==> src/rtl/mips_regfile_sb.sv <==
`default_nettype none
// ============================================================================
// Module   : mips_regfile_sb
// Purpose  : Parametrised MIPS register file with write-to-read bypass,
//            per-register pending scoreboard and a reset-triggered clear sweep.
// Revision : 1.0 - initial release
// ============================================================================
module mips_regfile_sb #(
    parameter int DATA_W = 32,
    parameter int ADDR_W = 5,
    parameter int BYPASS = 1
) (
    input  logic              clk,
    input  logic              rst,
    input  logic [ADDR_W-1:0] rd_addr1,
    input  logic [ADDR_W-1:0] rd_addr2,
    output logic [DATA_W-1:0] rd_data1,
    output logic [DATA_W-1:0] rd_data2,
    output logic              rd_busy1,
    output logic              rd_busy2,
    input  logic              wr_en,
    input  logic [ADDR_W-1:0] wr_addr,
    input  logic [DATA_W-1:0] wr_data,
    input  logic              busy_set,
    input  logic [ADDR_W-1:0] busy_addr,
    output logic              ready
);

    localparam int DEPTH = 2 ** ADDR_W;
    localparam logic [ADDR_W-1:0] c_last_addr = ADDR_W'(DEPTH - 1);

    typedef enum logic [0:0] {
        ST_CLEAR = 1'b0,
        ST_RUN   = 1'b1
    } state_t;

    state_t              r_state;
    state_t              w_state_next;
    logic [ADDR_W-1:0]   r_clr_cnt;
    logic [ADDR_W-1:0]   w_clr_cnt_next;
    logic                w_clr_en;
    logic                r_ready;
    logic                w_wr_fire;
    logic [DATA_W-1:0]   r_mem [DEPTH];
    logic [DEPTH-1:0]    r_pend;
    logic [DEPTH-1:0]    w_pend_next;
    logic [ADDR_W-1:0]   w_rd_addr [2];

    // ------------------------------------------------------------------
    // Clear-sweep FSM
    // ------------------------------------------------------------------
    always_ff @(posedge clk) begin
        if (rst) begin
            r_state   <= ST_CLEAR;
            r_clr_cnt <= '0;
            r_ready   <= 1'b0;
        end else begin
            r_state   <= w_state_next;
            r_clr_cnt <= w_clr_cnt_next;
            r_ready   <= (w_state_next == ST_RUN);
        end
    end

    always_comb begin
        w_state_next   = r_state;
        w_clr_cnt_next = r_clr_cnt;
        w_clr_en       = 1'b0;
        case (r_state)
            ST_CLEAR: begin
                w_clr_en = 1'b1;
                if (r_clr_cnt == c_last_addr) begin
                    w_state_next = ST_RUN;
                end else begin
                    w_clr_cnt_next = r_clr_cnt + 1'b1;
                end
            end
            ST_RUN: begin
                w_state_next = ST_RUN;
            end
            default: begin
                w_state_next = ST_CLEAR;
            end
        endcase
    end

    assign ready     = r_ready;
    assign w_wr_fire = r_ready && wr_en && (wr_addr != '0);

    // ------------------------------------------------------------------
    // Storage array; the sweep only runs while ready is low, so it never
    // competes with a functional write.
    // ------------------------------------------------------------------
    always_ff @(posedge clk) begin
        if (!rst) begin
            if (w_clr_en) begin
                r_mem[r_clr_cnt] <= '0;
            end else if (w_wr_fire) begin
                r_mem[wr_addr] <= wr_data;
            end
        end
    end

    // Set is applied after clear so a new producer overrides a completing one
    always_comb begin
        w_pend_next = r_pend;
        if (r_ready) begin
            if (wr_en && (wr_addr != '0)) begin
                w_pend_next[wr_addr] = 1'b0;
            end
            if (busy_set && (busy_addr != '0)) begin
                w_pend_next[busy_addr] = 1'b1;
            end
        end
        w_pend_next[0] = 1'b0;
    end

    always_ff @(posedge clk) begin
        if (rst) begin
            r_pend <= '0;
        end else begin
            r_pend <= w_pend_next;
        end
    end

    // ------------------------------------------------------------------
    // Read ports
    // ------------------------------------------------------------------
    assign w_rd_addr[0] = rd_addr1;
    assign w_rd_addr[1] = rd_addr2;

    for (genvar p = 0; p < 2; p++) begin : g_rd_port
        logic              w_hit;
        logic [DATA_W-1:0] w_data;
        logic              w_busy;

        assign w_hit = (BYPASS != 0) && r_ready && wr_en && (wr_addr == w_rd_addr[p]);

        always_comb begin
            w_data = '0;
            w_busy = 1'b0;
            if (r_ready && (w_rd_addr[p] != '0)) begin
                if (w_hit) begin
                    w_data = wr_data;
                end else begin
                    w_data = r_mem[w_rd_addr[p]];
                    w_busy = r_pend[w_rd_addr[p]];
                end
            end
        end
    end

    assign rd_data1 = g_rd_port[0].w_data;
    assign rd_data2 = g_rd_port[1].w_data;
    assign rd_busy1 = g_rd_port[0].w_busy;
    assign rd_busy2 = g_rd_port[1].w_busy;

endmodule
`default_nettype wire

==> config.mk <==
export PLATFORM = sky130hd
export DESIGN_NAME = mips_regfile_sb
export DESIGN_NICKNAME = d
export VERILOG_FILES = /design/src/rtl/mips_regfile_sb.sv
export SDC_FILE = /design/constraint.sdc
export NUM_CORES = 1
export LEC_CHECK = 0
export CELL_PAD_IN_SITES_DETAIL_PLACEMENT = 0
export CELL_PAD_IN_SITES_GLOBAL_PLACEMENT = 1
export CORE_MARGIN = 5
export CORE_UTILIZATION = 38
export CTS_CLUSTER_SIZE = 30
export DETAILED_ROUTE_END_ITERATION = 8
export PLACE_DENSITY_LB_ADDON = 0.1
export SYNTH_ARGS = -nofsm -noshare
export SYNTH_HDL_FRONTEND = slang
export SYNTH_SLANG_ARGS = --single-unit
export TNS_END_PERCENT = 5
==> constraint.sdc <==
create_clock -name clk -period 5.7 [get_ports clk]
set_clock_uncertainty 0.05 [all_clocks]
set_input_delay 1.14 -clock clk [delete_from_list [all_inputs] [get_ports clk]]
set_output_delay 1.14 -clock clk [all_outputs]
set_load 0.03 [all_outputs]
==> summary.md, run 1 <==
| Metric | Value |
|---|---|
| Outcome | `finished clean` |
| Post-CTS Setup Inserts | `0` |
| Routability cong. | `0.767` |
| Worst Path Max Fanout | `15` |
| Post-synth cell types | `64` |
| Largest net degree at the start of global routing | `between 70 and 80` |
| Vias per std cell | `6.33` |
| Area delta synth->final | `17.0%` |
| Max Cap Viol | `0` |
| Placed cell area | `0.0563 mm²` |
| Post-route minimum period | `about 5500 ps` |
| Syn Nets | `between 3k and 4k` |
| Antenna violations before repair | `3` |
| Pre-CTS WS | `approximately 32 ps` |
| DR pass1 iterations | `7` |
| Seq/Total Area, Yosys | `between 60% and 70%` |
| Actual slew at the worst max-slew pin | `1260 ps` |
| Post-route setup slack | `around 220 ps` |
| Yosys top cell area share | `~60%` |
| Post-DP HPWL | `about 100,000 µm` |
| Rows | `134` |
| Fmax | `between 150 and 200 MHz` |
| Final hold vios | `0` |
| Core Region | `0.134 mm²` |
| Total number of vias | `between 30k and 40k` |
| Die height | `377 µm` |
| Hold depth | `2` |
| GRT Overall Usage | `between 20 and 30%` |
| R2R depth | `7` |
| Max VDD drop | `around 240 µV` |
| Avg Cell Area, Syn | `approximately 17 µm²` |
| Fin nets | `around 3.3k` |
| Vias in the first global route | `around 33k` |
| Hold Slack | `roughly 440 ps` |
| Share of post-route cells with drive strength above 1 | `roughly 27%` |
| Area contributors post-synth | `edfxtp_1, mux4_2, mux2i_1` |
| Worst setup SP type | `input pin` |
| I/O Buffers | `122` |
| Critical Path AT | `4290 ps` |
| Die area | `between 0.1 and 0.15 mm²` |
| Slew headroom | `between 10% and 20%` |
| # clock sinks | `1,061` |
| Endpoints failing setup | `0` |
| Initial DRC Count | `3,156` |
| Post-synthesis sequential element count | `~1.1k` |
| Final WL | `approximately 180,000 µm` |
| Ys flop type | `edfxtp_1` |
| CP required | `about 4500 ps` |
| Max Slew Vio Count | `0` |
| Setup slack, reg-to-reg | `1710 ps` |
| H-tree depth | `3` |
| Die X | `approximately 380 µm` |
| HP Class | `register to register` |
| WHS Endpoint | `r_pend[19]` |
| DRC violations left | `0` |
| I/O pin count | `around 120` |
| Post-synth EDFFs | `between 1k and 1.5k` |
| Num CTS Buffers | `~110` |
| WS Path Type | `input pin to output port` |
| Antenna viol nets, final | `0` |
| Cells after synthesis | `3,031` |
| Post-synth ARST share | `0%` |
| First-pass GRT wire length | `around 250,000 µm` |
| Longest Clk Path Bufs | `3` |
| Leakage Power | `18.8 nW` |
| Part of the cycle the worst path needs | `between 90% and 100%` |
| Worst skew pair latency | `approximately 710 ps` |
| Final instance area | `between 0.05 and 0.06 mm²` |
| Worst r2r src | `ready` |
| Crit end category | `output port` |
| FF-to-FF End | `r_mem[3][3]` |
| Mapped Area | `~0.051 mm²` |
| RSZ-0062 raised after global routing | `no` |
| Hold_sp | `r_pend[19]` |
| Gr ovfl total | `0` |
| Ys Warns | `0` |
| Initial Util | `38.3%` |
| CTS tree | `done` |
| Root Driver | `clkbuf_16` |
| Reg clk slew, reported paths | `approximately 60 ps` |
| Synth area leader | `edfxtp_1` |
| Power Density | `between 200 and 300 mW/mm²` |
| Final setup TNS | `0 ps` |
| WL/cell | `roughly 35 µm` |
-- per-stage QoR --
| stage | utilization, % | total power, W | instances |
|---|---|---|---|
| finish | 44.8 | 0.0171 | 5074 |
| global route | 44.8 | 0.0176 | 5073 |
| CTS | 44.8 | 0.0172 | 5073 |
| detailed placement | 42.1 | 0.00991 | 4863 |
| global placement | 42.1 | 0.00990 | 4862 |
| floorplan | - | 0.00944 | 3031 |
-- state kept, by name (all words and copies together), names as in the netlist --
| register | count |
|---|---|
| ready | 1 |
| r_mem | 1024 |
| r_pend | 31 |
| r_clr_cnt | 5 |
-- power breakdown --
| part | switching (W) | leakage [nW] | internal (W) |
|---|---|---|---|
| registers | 0.0000293 | 8.51 | 0.00848 |
| clock network | 0.00311 | 1.78 | 0.00423 |
| logic | 0.000722 | 8.53 | 0.000510 |
| total | 0.00386 | 18.8 | 0.0132 |
-- metal layers --
layer | vias to the layer above | part of all wire [%] | wire [µm] | GRT usage, %
li1 | 13137 | - | - | -
met5 | - | 0 | 0 | 0
met3 | 303 | 6.6 | 11800 | 3.66
met4 | 0 | 3.8 | 6900 | 9.13
met1 | 17309 | 40 | 72700 | 33.1
met2 | 1379 | 49 | 88700 | 42.4
-- worst max-delay path, cell delays in order --
cell and delay, ps:
clkdlybuf4s50_1 870, xnor2_1 150, nand3_1 270, o31ai_4 90
buf_4 280, a2111oi_0 1000, a211o_1 260, buf_4 190
-- synthesized netlist by cell type (3+ instances only) --
library cell / n
nor3b_1: 6
buf_1: 7
clkbuf_1: 122
nand2_1: 188
a221oi_1: 122
mux2i_1: 282
nor3_1: 10
o21ai_0: 64
dfxtp_1: 37
mux4_2: 407
a22oi_1: 60
o21bai_1: 31
mux2_2: 5
o22ai_1: 5
buf_4: 38
a211oi_1: 31
a21oi_1: 69
nand3_1: 68
inv_1: 10
nor4_1: 3
nand2b_1: 12
and4_1: 30
nor2_1: 57
xor2_1: 7
and2_1: 32
nor2b_1: 38
buf_2: 73
a21boi_0: 30
a2111oi_0: 33
a31oi_1: 11
edfxtp_1: 1024
buf_6: 12
a211o_1: 60
or2_2: 3
xnor2_1: 6
-- kinds of logic after synthesis --
| family | Yosys count | synth area share (%) |
|---|---|---|
| fa+ha+maj | 2 | 0.0488 |
| xor+xnor | 13 | 0.222 |
| simple gates | 460 | 4.41 |
| flops | 1061 | 61.5 |
| compound gates | 536 | 7.75 |
| buf+inv | 265 | 2.58 |
| mux | 694 | 23.5 |
-- how the worst max path moves through the flow --
stage | end | start | slack [ps] | cells after the start
2_1_floorplan | rd_data2[29] | rd_addr2[1] | 770 | 9
3_3_place_gp | rd_data2[10] | wr_addr[1] | 20 | 8
3_5_place_dp | rd_data2[29] | wr_addr[1] | 30 | 8
4_1_cts | rd_data2[29] | wr_addr[1] | 8 | 8
5_1_grt | rd_data2[29] | wr_addr[1] | 7 | 8
6_report | rd_data2[11] | wr_addr[1] | 220 | 8
-- placed cells by master, fill, tap and decap left out, types with 6 or more instances in the layout --
cell	netlist	final
edfxtp_1	1024	1024
mux4_2	407	407
mux2i_1	282	282
nand2_1	188	188
buf_4	38	163
a221oi_1	122	122
clkbuf_16	0	118
buf_12	0	98
a21oi_1	69	69
nand3_1	68	68
o21ai_0	64	64
a22oi_1	60	60
a211o_1	60	60
clkdlybuf4s50_1	0	49
dfxtp_1	37	37
clkbuf_1	122	35
nor2b_1	38	34
nor2_4	0	33
and2_1	32	32
a2111oi_0	33	31
o21bai_1	31	31
a211oi_1	31	31
a21boi_0	30	30
and4_1	30	30
nor2_1	57	25
clkinv_1	1	22
clkinv_2	0	22
nand2b_1	12	12
nor3_1	10	10
bufinv_16	0	10
a31oi_1	11	9
xor2_1	7	7
inv_1	10	7
xnor2_1	6	6
nor3b_1	6	6
-- area by class of cell --
class                      instances  area (µm²)
antenna                            1        2.50
tap                             1768        2210
inverter                          12        48.8
sequential                      1061       31500
clock inverter                    57         557
timing repair buffer             317        3760
multi-input combinational       1705       18800
fill                           11605       73900
clock buffer                     153        3080
-- repair_timing --
item	CTS	global route
resized for setup	0	1
hold buffers	0	0
endpoints found under the hold margin	0	0
endpoints found under the setup margin	0	1
No activity file was read; power rests on OpenSTA's default activity.
==> run 2: changes to the inputs <==
CAP_MARGIN = 0   (was default)
==> results of run 2 <==
Final layout, timing and power as in run 1 (identical DEF).
==> run 3: changes to the inputs <==
ABC_CLOCK_PERIOD_IN_PS = 5700   (was default)
SLEW_MARGIN = 5   (was default)
==> results of run 3 <==
Final layout, timing and power as in run 1 (identical DEF).
